$ cat src/rtl/uart_cmd_ctrl.sv
// rtl/uart_cmd_ctrl.sv - UART command frame decoder driving register file, ALU and TX FIFO
//
// Purpose:
//   Decodes 1-4 byte command frames from the UART receive path and sequences
//   register-file writes/reads and ALU operations. Read data and ALU results
//   are returned byte-wise into the UART TX FIFO. Protocol errors and response
//   timeouts raise a one-cycle registered err pulse; the FSM always recovers
//   to IDLE.
//
// Frames (first byte is the command):
//   0xAA addr data      register write
//   0xBB addr           register read, one response byte
//   0xCC A B fun        write A->reg0, B->reg1, run ALU, two response bytes
//   0xDD fun            run ALU on current operands, two response bytes
//
// Ports:
//   clk_i            system clock, rising edge
//   rst_n_i          asynchronous active-low reset
//   rx_data_i        received byte, qualified by rx_valid_i
//   rx_valid_i       one-cycle pulse per received byte
//   rf_rd_data_i     register-file read data
//   rf_rd_valid_i    read data valid pulse
//   alu_out_i        ALU result
//   alu_out_valid_i  ALU result valid pulse
//   tx_full_i        TX FIFO full
//   rf_addr_o        register-file address
//   rf_wr_en_o       register-file write strobe
//   rf_rd_en_o       register-file read strobe
//   rf_wr_data_o     register-file write data
//   alu_en_o         ALU start strobe
//   alu_fun_o        ALU function code
//   clk_gate_en_o    ALU clock-gate enable
//   tx_data_o        byte pushed into the TX FIFO
//   tx_valid_o       TX FIFO push
//   err_o            one-cycle registered error pulse

module uart_cmd_ctrl #(
    parameter int ADDR_W  = 4,
    parameter int TIMEOUT = 255
) (
    input  logic              clk_i,
    input  logic              rst_n_i,
    input  logic [7:0]        rx_data_i,
    input  logic              rx_valid_i,
    input  logic [7:0]        rf_rd_data_i,
    input  logic              rf_rd_valid_i,
    input  logic [15:0]       alu_out_i,
    input  logic              alu_out_valid_i,
    input  logic              tx_full_i,
    output logic [ADDR_W-1:0] rf_addr_o,
    output logic              rf_wr_en_o,
    output logic              rf_rd_en_o,
    output logic [7:0]        rf_wr_data_o,
    output logic              alu_en_o,
    output logic [3:0]        alu_fun_o,
    output logic              clk_gate_en_o,
    output logic [7:0]        tx_data_o,
    output logic              tx_valid_o,
    output logic              err_o
);

    localparam logic [7:0] CMD_WR     = 8'hAA;
    localparam logic [7:0] CMD_RD     = 8'hBB;
    localparam logic [7:0] CMD_ALU_OP = 8'hCC;
    localparam logic [7:0] CMD_ALU    = 8'hDD;

    // Last count value of the wait window; the window is TIMEOUT cycles long
    // because the counter starts at 0 on the first waiting cycle.
    localparam logic [7:0] WAIT_LAST  = 8'(TIMEOUT - 1);

    typedef enum logic [4:0] {
        IDLE,
        WR_ADDR,
        WR_DATA,
        WR_EXEC,
        RD_ADDR,
        RD_EXEC,
        RD_WAIT,
        OP_A,
        A_WR,
        OP_B,
        B_WR,
        ALU_FUN,
        ALU_EXEC,
        ALU_WAIT,
        TX_RD,
        TX_LO,
        TX_HI
    } state_t;

    state_t            state_q;
    logic [ADDR_W-1:0] addr_q;
    logic [7:0]        data_q;      // write data, also holds operand A/B
    logic [3:0]        fun_q;
    logic [15:0]       result_q;    // read byte in [7:0], or full ALU result
    logic [7:0]        wait_cnt_q;
    logic              err_q;

    logic              capture_state;
    logic              tx_fire;

    // States that consume a received byte; a byte arriving anywhere else is
    // dropped and flagged.
    always_comb begin
        capture_state = 1'b0;
        case (state_q)
            IDLE, WR_ADDR, WR_DATA, RD_ADDR,
            OP_A, OP_B, ALU_FUN:             capture_state = 1'b1;
            default:                         capture_state = 1'b0;
        endcase
    end

    // Moore-decoded strobes; all data outputs fall back to zero outside the
    // states that own them.
    always_comb begin
        rf_addr_o     = '0;
        rf_wr_en_o    = 1'b0;
        rf_rd_en_o    = 1'b0;
        rf_wr_data_o  = 8'h00;
        alu_en_o      = 1'b0;
        alu_fun_o     = 4'h0;
        clk_gate_en_o = 1'b0;
        tx_data_o     = 8'h00;
        tx_valid_o    = 1'b0;
        case (state_q)
            WR_EXEC: begin
                rf_wr_en_o   = 1'b1;
                rf_addr_o    = addr_q;
                rf_wr_data_o = data_q;
            end
            A_WR: begin
                rf_wr_en_o   = 1'b1;
                rf_addr_o    = ADDR_W'(0);
                rf_wr_data_o = data_q;
            end
            B_WR: begin
                rf_wr_en_o   = 1'b1;
                rf_addr_o    = ADDR_W'(1);
                rf_wr_data_o = data_q;
            end
            RD_EXEC: begin
                rf_rd_en_o   = 1'b1;
                rf_addr_o    = addr_q;
            end
            ALU_EXEC: begin
                alu_en_o      = 1'b1;
                alu_fun_o     = fun_q;
                clk_gate_en_o = 1'b1;
            end
            ALU_WAIT: begin
                clk_gate_en_o = 1'b1;
            end
            TX_RD, TX_LO: begin
                tx_data_o  = result_q[7:0];
                tx_valid_o = ~tx_full_i;
            end
            TX_HI: begin
                tx_data_o  = result_q[15:8];
                tx_valid_o = ~tx_full_i;
            end
            default: ;
        endcase
        tx_fire = tx_valid_o;
    end

    assign err_o = err_q;

    always_ff @(posedge clk_i or negedge rst_n_i) begin
        if (!rst_n_i) begin
            state_q    <= IDLE;
            addr_q     <= '0;
            data_q     <= 8'h00;
            fun_q      <= 4'h0;
            result_q   <= 16'h0000;
            wait_cnt_q <= 8'h00;
            err_q      <= 1'b0;
        end else begin
            err_q <= 1'b0;

            case (state_q)
                IDLE: begin
                    if (rx_valid_i) begin
                        case (rx_data_i)
                            CMD_WR:     state_q <= WR_ADDR;
                            CMD_RD:     state_q <= RD_ADDR;
                            CMD_ALU_OP: state_q <= OP_A;
                            CMD_ALU:    state_q <= ALU_FUN;
                            default:    err_q   <= 1'b1;
                        endcase
                    end
                end

                WR_ADDR: begin
                    if (rx_valid_i) begin
                        addr_q  <= rx_data_i[ADDR_W-1:0];
                        state_q <= WR_DATA;
                    end
                end

                WR_DATA: begin
                    if (rx_valid_i) begin
                        data_q  <= rx_data_i;
                        state_q <= WR_EXEC;
                    end
                end

                WR_EXEC: state_q <= IDLE;

                RD_ADDR: begin
                    if (rx_valid_i) begin
                        addr_q  <= rx_data_i[ADDR_W-1:0];
                        state_q <= RD_EXEC;
                    end
                end

                RD_EXEC: begin
                    wait_cnt_q <= 8'h00;
                    state_q    <= RD_WAIT;
                end

                // A valid pulse on the final waiting cycle still wins over
                // the timeout because it is tested first.
                RD_WAIT: begin
                    if (rf_rd_valid_i) begin
                        result_q <= {8'h00, rf_rd_data_i};
                        state_q  <= TX_RD;
                    end else if (wait_cnt_q == WAIT_LAST) begin
                        err_q    <= 1'b1;
                        state_q  <= IDLE;
                    end else begin
                        wait_cnt_q <= wait_cnt_q + 8'd1;
                    end
                end

                OP_A: begin
                    if (rx_valid_i) begin
                        data_q  <= rx_data_i;
                        state_q <= A_WR;
                    end
                end

                A_WR: state_q <= OP_B;

                OP_B: begin
                    if (rx_valid_i) begin
                        data_q  <= rx_data_i;
                        state_q <= B_WR;
                    end
                end

                B_WR: state_q <= ALU_FUN;

                ALU_FUN: begin
                    if (rx_valid_i) begin
                        fun_q   <= rx_data_i[3:0];
                        state_q <= ALU_EXEC;
                    end
                end

                ALU_EXEC: begin
                    wait_cnt_q <= 8'h00;
                    state_q    <= ALU_WAIT;
                end

                ALU_WAIT: begin
                    if (alu_out_valid_i) begin
                        result_q <= alu_out_i;
                        state_q  <= TX_LO;
                    end else if (wait_cnt_q == WAIT_LAST) begin
                        err_q    <= 1'b1;
                        state_q  <= IDLE;
                    end else begin
                        wait_cnt_q <= wait_cnt_q + 8'd1;
                    end
                end

                // TX states only move on an accepted push, so a full FIFO
                // simply stalls here with the byte held.
                TX_RD: if (tx_fire) state_q <= IDLE;
                TX_LO: if (tx_fire) state_q <= TX_HI;
                TX_HI: if (tx_fire) state_q <= IDLE;

                default: state_q <= IDLE;
            endcase

            // A byte arriving while the FSM is busy is discarded.
            if (rx_valid_i && !capture_state) begin
                err_q <= 1'b1;
            end
        end
    end

endmodule

$ cat config.mk
export PLATFORM = sky130hd
export DESIGN_NAME = uart_cmd_ctrl
export DESIGN_NICKNAME = d
export VERILOG_FILES = /design/src/rtl/uart_cmd_ctrl.sv
export SDC_FILE = /design/constraint.sdc
export NUM_CORES = 1
export LEC_CHECK = 0
export CELL_PAD_IN_SITES_DETAIL_PLACEMENT = 1
export CELL_PAD_IN_SITES_GLOBAL_PLACEMENT = 1
export CORE_MARGIN = 5
export CORE_UTILIZATION = 40
export DETAILED_ROUTE_END_ITERATION = 8
export GPL_TIMING_DRIVEN = 0
export PLACE_DENSITY = 0.95
export RECOVER_POWER = 100
export SLEW_MARGIN = 5
export SYNTH_ARGS = -nofsm -noshare
export SYNTH_HDL_FRONTEND = slang
export SYNTH_SLANG_ARGS = --single-unit
export TNS_END_PERCENT = 50
$ cat constraint.sdc
create_clock -name clk_i -period 3.8 [get_ports clk_i]
set_clock_uncertainty 0.05 [all_clocks]
set_input_delay 0.38 -clock clk_i [delete_from_list [all_inputs] [get_ports clk_i]]
set_output_delay 0.38 -clock clk_i [all_outputs]
set_load 0.1 [all_outputs]
==> results of run 1 <==
power groups by stage:
stage                     Sequential (uW)  Combinational [uW]  Clock (uW)
after floorplan                       766                1250           0
after global placement                749                1630           0
after detailed placement              763                1680           0
after CTS                             755                1700         310
after global routing                  778                1710         336
final                                 757                1610         307
kinds of logic (layout without fill, tap and decap cells):
kind of cell	count (synthesis)	after routing	share of synthesized area (%)
mux	28	28	11.1
xor+xnor	5	5	1.60
flops	46	46	42.1
compound gates	66	66	18.2
buf+inv	21	98	3.43
fa+ha+maj	2	2	0.915
simple gates	116	116	22.7
how the worst max path moves through the flow:
stage | end
after global routing | rf_wr_en_o
after floorplan | rf_wr_data_o[0]
after detailed placement | rf_wr_data_o[4]
after CTS | tx_valid_o
after global placement | tx_data_o[6]
final | rf_wr_en_o
layout by cell type, fill, tap and decap left out, types with 3 or more instances in the layout:
cell type and instances:
a31oi_1 4, nand2_1 38, mux2i_1 9, nor2_1 15, and2_1 15, and3_1 10
clkbuf_8 5, xnor2_1 3, dlygate4sd3_1 14, nand3_1 8, inv_1 3, a21oi_1 6
buf_2 7, dfrtp_1 46, a211oi_1 3, a22o_1 9, nor2b_1 5, clkdlybuf4s50_1 36
o21ai_0 20, mux2_2 18, nor3_1 5, clkbuf_1 30, o22ai_1 3
critical path, delay by kind of cell, from the launching register on:
family | cells | cell delay, ns
buffers and inverters | 3 | 1.71
AO/OA/AOI/OAI | 1 | 0.08
AND/OR/NAND/NOR | 2 | 0.66
flip-flops | 1 | 0.44
cell type report:
class / count / area (um2)
Fill cell: 787 / 3280
Multi-Input combinational cell: 217 / 1440
Sequential cell: 46 / 1150
Timing Repair Buffer: 69 / 572
Tap cell: 80 / 100
Buffer: 18 / 80.1
Clock buffer: 6 / 72.6
Clock inverter: 2 / 13.8
Inverter: 3 / 11.3
per-stage QoR:
step	hold slack, ns	cells	worst slack [ns]	area (um2)
4_1_cts	0.445	441	0.0775	3620
3_3_place_gp	0.412	431	0.530	3510
5_1_grt	0.476	441	0.0545	3440
6_report	0.440	441	0.167	3440
3_5_place_dp	0.248	432	0.449	3530
2_1_floorplan	0.0344	284	0.140	2740
per-layer routing:
layer	track usage (%)	vias up
met4	7.45	0
met5	0	-
li1	-	1179
met1	26.5	1306
met2	35.5	94
met3	3.49	26
flip-flops by register name, summed over array words and instances (netlist names):
register,flops
addr_q,4
data_q,8
err_o,1
fun_q,4
result_q,16
state_q,5
wait_cnt_q,8
timing repair:
item	in CTS	in global routing
endpoints found under the setup margin	0	17
endpoints found under the hold margin	11	0
hold buffers	1	0
resized for setup	0	17
==> impl_metrics.json, run 1 <==
{
  "status": "finished, violations left",
  "violations": "max-capacitance violations, max-slew violations",
  "fp.dieW_um": 92.7,
  "synth_ff_type": "dfrtp_1",
  "drc": 0,
  "grt_antenna_before_repair": 0,
  "grt_max_degree": 36,
  "max_cap_violations": 1,
  "std_cell_rows": 30,
  "crit_type": "flop to output pin",
  "clk_path_buf_depth": 2,
  "synth_top_area_share_pct": 42.1,
  "dp_hpwl_um": 6550,
  "place_congestion": 0.883,
  "path_clk_slew_ns": 0.09,
  "max_freq_ghz": 0.275,
  "cp.arrival_ns": 3.20,
  "cp_cell_sequence": "buf_2, clkbuf_1, nor3b_1, a21oi_1, nor3_2, clkdlybuf4s50_1",
  "p_seq_share_pct": 28.3,
  "critical_path.max_stage_delay_ns": 1.25,
  "post_cts_buffers": 0,
  "syn_avg_cell_area_um2": 9.63,
  "syn_inst": 284,
  "holdPathEnd": "result_q[7]",
  "port_buffers": 67,
  "cts_tree": "done",
  "grt.overflow.total": 0,
  "power_uw": 2680,
  "grt_setup_unrepaired": "no",
  "final_core_util_pct": 51.2,
  "synth-seq-area-share_pct": 42.1,
  "syn2layout_area_growth_pct": 25.8,
  "p_comb_share_pct": 60.3,
  "min_period_ns": 3.63,
  "yosys_register_bits": 46,
  "vias": 2605,
  "ant_nets": 0,
  "vdd_drop_max_mv": 0.327,
  "netSwitchingFraction_pct": 52.4,
  "dr.pass1.iters": 5,
  "yosys.area.top_type": "dfrtp_1",
  "ioPinCount": 68,
  "drive_gt1_share_pct": 11.1,
  "critPathCaptureType": "output pin",
  "synth_area_leaders": "dfrtp_1 (42%), mux2_2 (7.4%), nand2_1 (5.2%), and2_1 (3.7%), o21ai_0 (3.5%)",
  "postRouteWirelength_um": 8970,
  "worst_setup_path_startpoint": "state_q[3]",
  "crit_path_top_delay_cell": "clkdlybuf4s50_1",
  "cts-root-buf": "clkbuf_8",
  "netSwitchingPower_uw": 1400,
  "yosys_warnings": 0,
  "crit_required_ns": 3.37,
  "yosysMostFrequentCell": "dfrtp_1",
  "routed.top_layer": "met4",
  "synth_cell_types": 59,
  "hold_path_depth": 2,
  "coreArea_mm2": 0.00672,
  "path_max_fanout": 10,
  "pwr_density_cell_mw_per_mm2": 778,
  "layout.nets": 400,
  "timing.final.hold_violations": 0,
  "cts_made_buffers": 5,
  "hold_path_startpoint": "result_q[7]",
  "die_h_um": 92.7,
  "die_area_mm2": 0.00859,
  "track_usage_pct": 20.8,
  "final_max_slew_viol_count": 36,
  "antennaDiodeCount": 0,
  "clock_latency_ns": 0.30,
  "htree_num_levels": 2,
  "setup_tns_ns": 0,
  "setup_viol": 0,
  "reg2reg_slack_ns": 0.97,
  "synth_nets": 324,
  "drtIter0Drc": 123,
  "relSlewSlack_pct": -28.2,
  "rr_worst_depth": 8,
  "synth-edff-count": 0,
  "worstMarginPinSlew_ns": 1.92,
  "r2r-end": "wait_cnt_q[6]",
  "synth_common_cells": "dfrtp_1 (46), nand2_1 (38), o21ai_0 (19)",
  "async_flop_share_pct": 100,
  "start_util_pct": 40.7,
  "r2r_start": "state_q[2]",
  "p_clk_share_pct": 11.5,
  "via_per_inst": 5.91,
  "p_int_uw": 1270,
  "finalCritPeriodShare_pct": 95.6,
  "synth.cell_area_mm2": 0.00274,
  "wl_met3_um": 405,
  "met1Wirelength_um": 3710,
  "grt_pass1_wl_um": 14200,
  "power.leakage_uw": 0.00146,
  "startpoint_type": "flop",
  "min_path_type": "flop to flop",
  "cts_num_sinks": 46,
  "grt_pass1_vias": 2809,
  "wl_met2_um": 4620,
  "routedWlPerCell_um": 20.3
}
No activity file was read; power rests on OpenSTA's default activity.
==> run 2: changes to the inputs <==
RECOVER_POWER = not set   (was 100)
==> impl_metrics.json, run 2 (same netlist as run 1, synthesis figures left out) <==
{
  "path_clk_slew_ns": 0.09,
  "cts_tree": "done",
  "track_usage_pct": 20.8,
  "pwr_density_cell_mw_per_mm2": 755,
  "via_per_inst": 5.82,
  "largest_reg_flops": 16,
  "detailedPlace.worstSlack_ns": 0.449,
  "max_cap_violations": 0,
  "place_area_mm2": 0.00353,
  "crit_required_ns": 3.37,
  "cp.arrival_ns": 3.22,
  "setup_viol": 0,
  "start_util_pct": 40.7,
  "critPathCaptureType": "output pin",
  "vdd_drop_max_mv": 0.343,
  "drtIter0Drc": 152,
  "grt_max_degree": 36,
  "power.leakage_uw": 0.00178,
  "crit_type": "flop to output pin",
  "grt_pass1_vias": 2809,
  "place_congestion": 0.883,
  "clock_latency_ns": 0.30,
  "std_cell_rows": 30,
  "worst_slack_ns": 0.149,
  "port_buffers": 67,
  "relSlewSlack_pct": 31.7,
  "startpoint_type": "flop",
  "syn2layout_area_growth_pct": 34.0,
  "dr.pass1.iters": 4,
  "final_cell_mix": "clkdlybuf4s50_1 (49), dfrtp_1 (46), nand2_1 (38), o21ai_0 (19), mux2_2 (18)",
  "status": "complete, no violations",
  "reg.largest.list": "result_q x16, data_q x8, wait_cnt_q x8",
  "max_freq_ghz": 0.274,
  "die_h_um": 92.7,
  "final_max_slew_viol_count": 0,
  "setup_tns_ns": 0,
  "finalCritPeriodShare_pct": 96.1,
  "cts_made_buffers": 5,
  "grt_pass1_wl_um": 14200,
  "final_area_mm2": 0.00366,
  "min_period_ns": 3.65,
  "final_core_util_pct": 54.5,
  "dp_hpwl_um": 6550,
  "min_path_type": "primary input to async pin",
  "ioPinCount": 68,
  "worstMarginPinSlew_ns": 1.02,
  "cts-root-buf": "clkbuf_8",
  "drc": 0,
  "grt_setup_unrepaired": "no",
  "htree_num_levels": 2,
  "path_max_fanout": 10,
  "cts_num_sinks": 46,
  "drive_gt1_share_pct": 13.9,
  "postRouteWirelength_um": 8930,
  "routedWlPerCell_um": 20.2,
  "top_register": "result_q",
  "layout_commonest_cell": "clkdlybuf4s50_1",
  "vias": 2565,
  "die_area_mm2": 0.00859,
  "layout.nets": 400,
  "coreArea_mm2": 0.00672,
  "grt_antenna_before_repair": 0,
  "antennaDiodeCount": 0,
  "fp.dieW_um": 92.7,
  "clk_path_buf_depth": 2,
  "grt.overflow.total": 0,
  "ant_nets": 0,
  "timing.final.hold_violations": 0
}
==> run 2: cell count changes in the layout (fill, tap and decap cells not counted), sizes merged <==
cell	before	now
clkbuf	35	12
clkdlybuf4s50	36	49
dlygate4sd3	14	1
dlymetal6s2s	0	17
buf	8	14
==> run 2: final timing paths <==
check,start,to,slack [ns],cells after the start
setup / recovery,state_q[3],rf_wr_en_o,0.15,6
hold / removal,rst_n_i,err_o,0.44,2
setup reg to reg,state_q[1],err_o,1.46,7
hold reg to reg,result_q[7],result_q[7],0.44,2
max in group asynchronous,rst_n_i,state_q[2],2.77,3
min in group clk_i,result_q[7],result_q[7],0.44,2
==> run 2: worst max-delay path, cell delays in order, from the launching register on <==
cell	delay [ns]
dfrtp_1	0.44
buf_2	0.22
buf_1	0.26
nor3b_1	0.27
a21oi_1	0.09
nor3_2	0.39
clkdlybuf4s50_1	1.25
==> run 2: stage by stage <==
| stage | total power (uW) | cells | hold WS, ns |
|---|---|---|---|
| after floorplan | 2020 | 284 | 0.0344 |
| after detailed placement | 2450 | 432 | 0.248 |
| after CTS | 2770 | 441 | 0.445 |
| after global placement | 2380 | 431 | 0.412 |
| final | 2770 | 441 | 0.436 |
| after global routing | 2920 | 441 | 0.473 |
==> run 2: final cells by class <==
class	instances	area, um2
Sequential cell	46	1150
Multi-Input combinational cell	217	1500
Fill cell	764	3050
Clock inverter	2	13.8
Inverter	3	11.3
Timing Repair Buffer	69	738
Tap cell	80	100
Buffer	18	82.6
Clock buffer	6	72.6
==> run 2: routing by layer <==
layer	wire length (um)	GRT usage [%]	vias to the layer above
met2	4640	35.5	80
li1	-	-	1178
met5	0	0	-
met3	398	3.49	20
met4	223	7.45	0
met1	3670	26.5	1287
==> run 2: timing repair <==
action / 4_1_cts / 5_1_grt
hold endpoints to repair: 11 / 0
hold buffers: 1 / 0
resized for setup: 0 / 17
buffers inserted: 0 / 0
setup endpoints to repair: 0 / 17
==> run 2: report_power, final <==
group	switching [uW]	internal (uW)	leakage (uW)	total, uW
Combinational	1150	554	0.00115	1700
Sequential	97.4	661	0.000592	758
Clock	175	130	0.0000452	305
Total	1420	1350	0.00178	2770
